## src/rtl/mod_inv_pkg.sv

```systemverilog
// Shared types and default widths for the binary extended-Euclidean inverse engine.
package mod_inv_pkg;

  localparam int unsigned DEF_DATA_WIDTH = 8;
  localparam int unsigned DEF_MAX_STEPS  = 4 * DEF_DATA_WIDTH;

  typedef enum logic [1:0] {
    IDLE,
    RUN,
    DONE
  } state_t;

endpackage

```

## src/rtl/mod_half_sub.sv

```systemverilog
// Combinational x-path helpers: modular halving (x + m*x[0]) >> 1 and modular subtract (x - y) mod m.
module mod_half_sub #(
  parameter int unsigned DATA_WIDTH = 8
) (
  input  logic [DATA_WIDTH-1:0] x,
  input  logic [DATA_WIDTH-1:0] y,
  input  logic [DATA_WIDTH-1:0] m,
  output logic [DATA_WIDTH-1:0] half,
  output logic [DATA_WIDTH-1:0] diff
);

  localparam int unsigned XW = DATA_WIDTH + 1;

  logic [XW-1:0] sum;
  logic [XW-1:0] d;
  logic [XW-1:0] dm;

  // Extra bit keeps the carry of x+m and the borrow of x-y.
  always_comb begin
    sum  = XW'(x) + (x[0] ? XW'(m) : XW'(0));
    half = DATA_WIDTH'(sum >> 1);
    d    = XW'(x) - XW'(y);
    dm   = d + XW'(m);
    diff = d[DATA_WIDTH] ? DATA_WIDTH'(dm) : DATA_WIDTH'(d);
  end

endmodule

```

## src/rtl/modular_inverse.sv

```systemverilog
// Iterative a^-1 mod m engine, one binary extended-Euclidean step per clock, valid/ready on both sides.
module modular_inverse
  import mod_inv_pkg::*;
#(
  parameter int unsigned DATA_WIDTH = DEF_DATA_WIDTH,
  parameter int unsigned MAX_STEPS  = 4 * DATA_WIDTH
) (
  input  logic                  clk,
  input  logic                  rst,
  input  logic                  in_valid,
  output logic                  in_ready,
  input  logic [DATA_WIDTH-1:0] a,
  input  logic [DATA_WIDTH-1:0] modulus,
  output logic                  out_valid,
  input  logic                  out_ready,
  output logic [DATA_WIDTH-1:0] result,
  output logic                  err
);

  localparam int unsigned W  = DATA_WIDTH;
  localparam int unsigned CW = $clog2(MAX_STEPS + 1);

  state_t         state_q, state_d;
  logic [W-1:0]   u_q, u_d, v_q, v_d;
  logic [W-1:0]   x1_q, x1_d, x2_q, x2_d;
  logic [W-1:0]   m_q, m_d;
  logic [W-1:0]   result_q, result_d;
  logic           err_q, err_d;
  logic           out_valid_q, out_valid_d;
  logic           in_ready_q, in_ready_d;
  logic [CW-1:0]  cnt_q, cnt_d;

  logic [W-1:0]   x1_half, x1_diff, x2_half, x2_diff;
  logic           illegal;

  mod_half_sub #(.DATA_WIDTH(W)) u_x1_path (
    .x    (x1_q),
    .y    (x2_q),
    .m    (m_q),
    .half (x1_half),
    .diff (x1_diff)
  );

  mod_half_sub #(.DATA_WIDTH(W)) u_x2_path (
    .x    (x2_q),
    .y    (x1_q),
    .m    (m_q),
    .half (x2_half),
    .diff (x2_diff)
  );

  assign illegal = (a == '0) || (a >= modulus) || !modulus[0] || (modulus < W'(3));

  // Next-state and datapath update; exactly one algorithm action per RUN cycle.
  always_comb begin
    state_d     = state_q;
    u_d         = u_q;
    v_d         = v_q;
    x1_d        = x1_q;
    x2_d        = x2_q;
    m_d         = m_q;
    result_d    = result_q;
    err_d       = err_q;
    out_valid_d = out_valid_q;
    cnt_d       = cnt_q;

    case (state_q)
      IDLE: begin
        if (in_valid) begin
          m_d   = modulus;
          u_d   = a;
          v_d   = modulus;
          x1_d  = W'(1);
          x2_d  = '0;
          cnt_d = '0;
          if (illegal) begin
            state_d     = DONE;
            out_valid_d = 1'b1;
            err_d       = 1'b1;
            result_d    = '0;
          end else begin
            state_d = RUN;
          end
        end
      end
      RUN: begin
        cnt_d = cnt_q + CW'(1);
        if ((u_q == '0) || (v_q == '0) || (cnt_q == CW'(MAX_STEPS - 1))) begin
          state_d     = DONE;
          out_valid_d = 1'b1;
          err_d       = 1'b1;
          result_d    = '0;
        end else if (u_q == W'(1)) begin
          state_d     = DONE;
          out_valid_d = 1'b1;
          err_d       = 1'b0;
          result_d    = x1_q;
        end else if (v_q == W'(1)) begin
          state_d     = DONE;
          out_valid_d = 1'b1;
          err_d       = 1'b0;
          result_d    = x2_q;
        end else if (!u_q[0]) begin
          u_d  = u_q >> 1;
          x1_d = x1_half;
        end else if (!v_q[0]) begin
          v_d  = v_q >> 1;
          x2_d = x2_half;
        end else if (u_q >= v_q) begin
          u_d  = u_q - v_q;
          x1_d = x1_diff;
        end else begin
          v_d  = v_q - u_q;
          x2_d = x2_diff;
        end
      end
      DONE: begin
        if (out_ready) begin
          state_d     = IDLE;
          out_valid_d = 1'b0;
        end
      end
      default: begin
        state_d     = IDLE;
        out_valid_d = 1'b0;
      end
    endcase

    in_ready_d = (state_d == IDLE);
  end

  always_ff @(posedge clk) begin
    if (rst) begin
      state_q     <= IDLE;
      u_q         <= '0;
      v_q         <= '0;
      x1_q        <= '0;
      x2_q        <= '0;
      m_q         <= '0;
      result_q    <= '0;
      err_q       <= 1'b0;
      out_valid_q <= 1'b0;
      in_ready_q  <= 1'b1;
      cnt_q       <= '0;
    end else begin
      state_q     <= state_d;
      u_q         <= u_d;
      v_q         <= v_d;
      x1_q        <= x1_d;
      x2_q        <= x2_d;
      m_q         <= m_d;
      result_q    <= result_d;
      err_q       <= err_d;
      out_valid_q <= out_valid_d;
      in_ready_q  <= in_ready_d;
      cnt_q       <= cnt_d;
    end
  end

  // Ready is masked while reset is held so nothing is advertised before the engine is live.
  assign in_ready  = in_ready_q & ~rst;
  assign out_valid = out_valid_q;
  assign result    = result_q;
  assign err       = err_q;

endmodule
```

## config.mk

```make
export PLATFORM = sky130hd
export DESIGN_NAME = modular_inverse
export DESIGN_NICKNAME = d
export VERILOG_FILES = /design/src/rtl/mod_inv_pkg.sv /design/src/rtl/mod_half_sub.sv /design/src/rtl/modular_inverse.sv
export SDC_FILE = /design/constraint.sdc
export NUM_CORES = 1
export LEC_CHECK = 0
export ABC_AREA = 1
export BUFFER_PORTS_ARGS = -buffer_cell sky130_fd_sc_hd__clkbuf_2
export CAP_MARGIN = 15
export CORE_ASPECT_RATIO = 1.75
export CORE_UTILIZATION = 50
export DETAILED_ROUTE_END_ITERATION = 6
export HOLD_SLACK_MARGIN = 0.02
export PLACE_DENSITY = 0.64
export SETUP_SLACK_MARGIN = 0.4
export SLEW_MARGIN = 0
export SYNTH_ARGS = -nofsm -noshare
export SYNTH_HDL_FRONTEND = slang
export SYNTH_HIERARCHICAL = 1
export SYNTH_SLANG_ARGS = --single-unit
```

## constraint.sdc

```tcl
create_clock -name clk -period 4.8 [get_ports clk]
set_input_delay 0.72 -clock clk [delete_from_list [all_inputs] [get_ports clk]]
set_output_delay 0.72 -clock clk [all_outputs]
set_load 0.02 [all_outputs]
```

-- Word level (Yosys, flattened, before mapping)
Cells that the tools add are included.
- eq/ne operators: 16
- muxes and demuxes: 62
- add/sub/neg operators: 9
- bitwise operators: 2
- magnitude comparators: 3
- reductions and logical operators: 20
- operators with widths (kind ; count):
    $mux W8 ; 37
    $pmux W8 S2 ; 5
    $logic_not A8 Y1 ; 3
    $add A8 B9 Y9 ; 2
    $sub A8 B8 Y9 ; 2
    $add A8 B8 Y8 ; 2
    $eq A8 B1 Y1 const B ; 2
    $ge A8 B8 Y1 ; 2
    $sub A8 B8 Y8 ; 2
    $ne A2 B2 Y1 const B ; 7
    $reduce_and A7 Y1 ; 2
    $mux W2 ; 6
    $pmux W6 S2 ; 1
    $mux W1 ; 9
    $ne A3 B3 Y1 const B ; 3
    $lt A8 B2 Y1 const B ; 1
    $reduce_and A4 Y1 ; 2
    $add A6 B1 Y6 const B ; 1
    $eq A6 B5 Y1 const B ; 1
    $mux W6 ; 1
    $pmux W2 S3 ; 1
    $reduce_and A6 Y1 ; 1
    $logic_or A1 B1 Y1 ; 5
    $reduce_and A5 Y1 ; 1
    11 further kinds ; 13
- input port bits: 20
- bits in registers: 59
- output and inout port bits: 11

-- Longest topological paths before layout
- depth in word-level cells: 10
- depth in mapped cells: 25
- mapped depth without buffers: 24

-- Hierarchy
The synthesis kept the hierarchy.
- modules (own cells, without submodules) (module ; area an instance (um2) ; times used ; seq. area each (um2) ; cells each):
    modular_inverse ; 4165.2 ; 1 ; 1181.1 ; 669
    mod_half_sub (u_x1_path) ; 1223.7 ; 1 ; 0.0 ; 205
    mod_half_sub (u_x2_path) ; 1182.4 ; 1 ; 0.0 ; 203

-- Least setup slack after synthesis
No wires, ideal clock.
- path type: register -> register
- start point: register x1_q[0]
- end point: register x1_q[7]
- arrival: 2.711 ns
- data required time: 4.735 ns
- buffers on the path: 1
- setup time: 0.065 ns
- cell stages (with the launch flop): 25
- slack: 2.024 ns
- cell sequence: dfxtp_1 > buf_4 > inv_1 > ha_1 > inv_1 > fa_1 > nand3_2 > a21oi_1 > o21ai_0 > nand2_1 > inv_1 > ha_1 > nand2_1 > inv_1 > a21oi_2 > nand2_1 > nand2_1 > nand2_1 > nor2_1 > nand2_1 > nand2_1 > nand2_1 > a21oi_1 > nor2_1 > nor2_1
- cells in the longest elaborated chain, start to end: 10
- elaborated cells on any way between the ends: 12
- classes of those cells: add/sub (3); mux (9)
- ends and longest elaborated chain (item ; RTL line ; source):
    from (decl) ; modular_inverse.sv:25 ; logic [W-1:0] x1_q, x1_d, x2_q, x2_d;
    from (signal assigned) ; modular_inverse.sv:137 ; x1_q <= '0;
    from (signal assigned) ; modular_inverse.sv:149 ; x1_q <= x1_d;
    $sub A8 B8 Y9 (*) ; mod_half_sub.sv:22 ; d = XW'(x) - XW'(y);
    $add A8 B8 Y8 ; mod_half_sub.sv:23 ; dm = d + XW'(m);
    $mux W8 (*) ; mod_half_sub.sv:24 ; diff = d[DATA_WIDTH] ? DATA_WIDTH'(dm) : DATA_WIDTH'(d);
    net x1_diff[7] ; modular_inverse.sv:33 ; logic [W-1:0] x1_half, x1_diff, x2_half, x2_diff;
    $mux W8 (*) ; modular_inverse.sv:109 ; end else if (u_q >= v_q) begin
    $mux W8 (*) ; modular_inverse.sv:106 ; end else if (!v_q[0]) begin
    $mux W8 (*) ; modular_inverse.sv:103 ; end else if (!u_q[0]) begin
    $mux W8 (*) ; modular_inverse.sv:98 ; end else if (v_q == W'(1)) begin
    $mux W8 (*) ; modular_inverse.sv:93 ; end else if (u_q == W'(1)) begin
    $mux W8 (*) ; modular_inverse.sv:88 ; if ((u_q == '0) || (v_q == '0) || (cnt_q == CW'(MAX_STEPS - 1))) begin
    $pmux W8 S2 (*) ; modular_inverse.sv:67 ; case (state_q)
Mark *: on every way through the listed nets, which the timed path passes. The rest lies on a longest branch. The select of a mux whose other input is x is not followed.
A chain may end at the register's enable or synchronous reset.

-- Worst setup path in the final report
- start point: register x1_q[0]
- end point: register x2_q[7]
- cells in the longest elaborated chain, start to end: 10
- ends and longest elaborated chain (item ; RTL line ; source):
    $sub A8 B8 Y9 (*) ; mod_half_sub.sv:22 ;
    $add A8 B8 Y8 ; mod_half_sub.sv:23 ;
    $mux W8 (*) ; mod_half_sub.sv:24 ;
    net x2_diff[7] ; modular_inverse.sv:33 ;
    $mux W8 (*) ; modular_inverse.sv:109 ;
    $mux W8 (*) ; modular_inverse.sv:106 ;
    $mux W8 (*) ; modular_inverse.sv:103 ;
    $mux W8 (*) ; modular_inverse.sv:98 ;
    $mux W8 (*) ; modular_inverse.sv:93 ;
    $mux W8 (*) ; modular_inverse.sv:88 ;
    $pmux W8 S2 (*) ; modular_inverse.sv:67 ;
    to (signal assigned) ; modular_inverse.sv:138 ; x2_q <= '0;
    to (signal assigned) ; modular_inverse.sv:150 ; x2_q <= x2_d;
    to (decl) ; modular_inverse.sv:25 ;
Marked as above.

==> impl_metrics.py <==
metrics = {
    "run_status": {
        "status": "finished, final reports clean",
    },
    "synth": {
        "synthFlopType": "dfxtp_1",
        "yosysTopAreaCell": "dfxtp_1",
        "ys_async_sr_fraction_pct": 0,
        "synthDistinctLibCells": 46,
        "synthesis.nets": 1176,
        "synth-edff-count": 0,
        "synth-seq-area-share_pct": 18.0,
        "synth_top_cell_area_share_pct": 18.0,
        "ys_warn_count": 6,
        "synthTopCellsByArea": "dfxtp_1, nand2_1, ha_1",
        "netlist_top_cells_count": "nand2_1, inv_1, nor2_1",
        "syn_inst": 1077,
        "synth_seq_cells": 59,
        "yosysMostFrequentCell": "nand2_1",
        "synth_area_mm2": 0.00657,
        "syn_avg_cell_area_um2": 6.10,
    },
    "global_route": {
        "grt_start_max_net_pins": 51,
        "grt.total_usage_pct": 30.7,
        "antenna_found_initial": 0,
        "grt_first_pass_wirelength_um": 31800,
        "grt_pass1_vias": 6458,
        "grt_overflow_total": 0,
    },
    "layout": {
        "diodes": 0,
        "final_nets": 1193,
        "fillers": 1385,
        "area_growth_syn_to_layout_pct": 8.61,
        "register_area_mm2": 0.00118,
        "drive_gt1_share_pct": 8.46,
        "fin_util_pct": 55.5,
        "multi_input_area_mm2": 0.00462,
        "final_area_mm2": 0.00714,
    },
    "timing": {
        "worstMarginPinSlew_ns": 0.874,
        "fin_skew_ns": 0.00761,
        "finalWorstPathRequiredPeriod_ns": 3.17,
        "max_freq_ghz": 0.315,
        "hold_violations": 0,
        "report.final.slew_viol_count": 0,
        "setup_viol": 0,
        "max_slew_margin_pct": 41.7,
        "period_share_pct": 66.1,
        "rsz0062_at_grt": "false",
        "tns_ns": 0,
    },
    "worst_setup_path": {
        "cp-end-kind": "flop",
        "path_max_fanout": 12,
        "cp_top_family": "adder cells",
        "cp.buffers_inverters": 3,
        "cp_cell_sequence": "ha_1, inv_1, fa_1, nand3_1, a21oi_1, o21ai_0, nand2_1, inv_1, ha_1, nand2_1, inv_1, a21oi_1, nand2_1, nand2_1, nand3_1, nand2_1, nand2_1, o21ai_0, nand2_1, nand2_1, nor2_1",
        "cp_common_cell": "nand2_1",
        "critPathArrivalTime_ns": 3.41,
        "crit_required_ns": 5.04,
        "slowest_delay_ns": 0.58,
        "critPathLaunchType": "flop",
        "cpMaxStageDelayCell": "dfxtp_1",
        "critical_path_class": "reg2reg",
    },
    "power_and_ir_drop": {
        "power_density_mw_per_mm2": 456,
        "p_leak_nw": 3.88,
        "ir_drop_mv": 0.224,
    },
    "drt": {
        "wl_per_cell_um": 15.6,
        "vias": 6746,
        "routed_wl_um": 19800,
        "vias_per_cell": 5.31,
        "final_antenna_net_count": 0,
        "drc": 0,
        "dr.pass1.iters": 5,
        "drtIter0Drc": 311,
    },
    "place": {
        "dpl_cell_area_mm2": 0.00682,
        "globalplace.congestion": 0.906,
        "hpwlAfterDp_um": 15400,
        "portBuffers": 30,
    },
    "clocking": {
        "clkSinkCount": 59,
        "cts_tree": "yes",
        "post-cts-setup-buffers": 0,
        "numCtsBuffers": 9,
        "h-tree-depth": 3,
        "clock_latency_ns": 0.34,
        "ctsResizeCount": 0,
        "clk_pin_slew_ns": 0.06,
        "hold_buffers": 0,
        "clockBufferDepth": 2,
        "cts-root-buf": "clkbuf_16",
    },
    "floorplan": {
        "rows": 55,
        "die_h_um": 154,
        "die_w_um": 88.7,
        "core-area_mm2": 0.0129,
        "io_pins": 31,
        "dieArea_mm2": 0.0136,
        "floorplan.initialDensity_pct": 51.1,
    },
    "hold_path": {
        "hold_path_class": "reg2reg",
    },
    "run": {
        "max_cap_violations": 0,
    },
}
==> where the power goes <==
| group | switching (mW) | internal, mW |
|---|---|---|
| logic | 1.21 | 0.675 |
| clock network | 0.247 | 0.455 |
| registers | 0.116 | 0.557 |
| total | 1.57 | 1.69 |
==> registers in the layout (all words and copies together) (netlist names) <==
register and cells:
err 1, in_ready_q 1, out_valid 1, u_q 8
result 8, state_q 2, x2_q 8, x1_q 8
m_q 8, cnt_q 6, v_q 8
==> layout make-up <==
cell class	instances	share of cell area (%)
inverters	161	8.64
well taps	171	3.00
multi-input cells	828	64.7
repair buffers	35	2.63
clock inverters	6	1.26
clock buffers	10	3.21
flip-flops and latches	59	16.5
==> worst paths after layout <==
path / from / end / slack, ns / depth (start not counted)
worst max-delay path: x1_q[0] / x2_q[7] / 1.63 / 21
worst min-delay path: cnt_q[1] / cnt_q[1] / 0.48 / 2
worst max register to register: x1_q[0] / x2_q[7] / 1.63 / 21
worst min register to register: cnt_q[1] / cnt_q[1] / 0.48 / 2
==> worst min-delay path, stage by stage, from the launching register on <==
cell and delay (ns):
dfxtp_1 0.32, nand2_1 0.07, a21oi_1 0.05
==> layer usage <==
| layer | global-route usage (%) | vias up | wire, um | share of wire [%] |
|---|---|---|---|---|
| met5 | 0 | - | 0 | 0 |
| met4 | 20.1 | 0 | 1350 | 6.8 |
| met3 | 3.65 | 73 | 621 | 3.1 |
| met2 | 56.0 | 152 | 10400 | 52 |
| met1 | 31.6 | 3041 | 7470 | 38 |
| li1 | - | 3480 | - | - |
==> cells by family (layout without fill, tap and decap cells) <==
group           after synthesis  after routing  share of synthesized area [%]
compound gates              153            153                           12.7
fa+ha+maj                    79             79                           16.0
xor+xnor                     33             33                           4.40
buf+inv                     190            212                           11.7
simple gates                563            563                           37.2
flops                        59             59                           18.0
==> per-stage QoR <==
stage / worst slack [ns] / cells / total power [mW] / hold slack, ns
after floorplan: 2.02 / 1077 / 2.11 / 0.457
after global routing: 1.17 / 1270 / 3.56 / 0.499
final: 1.63 / 1270 / 3.26 / 0.484
after CTS: 1.66 / 1270 / 3.25 / 0.488
after detailed placement: 1.66 / 1254 / 2.54 / 0.479
after global placement: 1.71 / 1254 / 2.54 / 0.473
==> layout by cell type (no fill, tap or decap), types with 3 or more instances in the layout <==
cell | Yosys | routed
a21oi_1 | 69 | 69
nand3_1 | 66 | 66
nand2_1 | 299 | 299
o21bai_1 | 4 | 4
a21o_1 | 3 | 3
o21ai_1 | 3 | 3
nor3_1 | 11 | 11
o21ai_0 | 58 | 58
xor2_1 | 21 | 21
a21oi_2 | 4 | 4
nor2_1 | 126 | 126
buf_4 | 4 | 5
inv_4 | 3 | 3
nand4_1 | 23 | 23
nand2_2 | 7 | 7
inv_1 | 153 | 152
nand2_4 | 4 | 4
ha_1 | 71 | 71
nand3_2 | 4 | 4
dfxtp_1 | 59 | 59
clkbuf_16 | 0 | 9
or2_2 | 4 | 4
nand3b_1 | 6 | 6
inv_2 | 4 | 5
a211oi_1 | 3 | 3
clkbuf_2 | 1 | 30
fa_1 | 8 | 8
nor2_2 | 5 | 5
xnor2_1 | 12 | 12
Power figures use the tool's default switching activity.
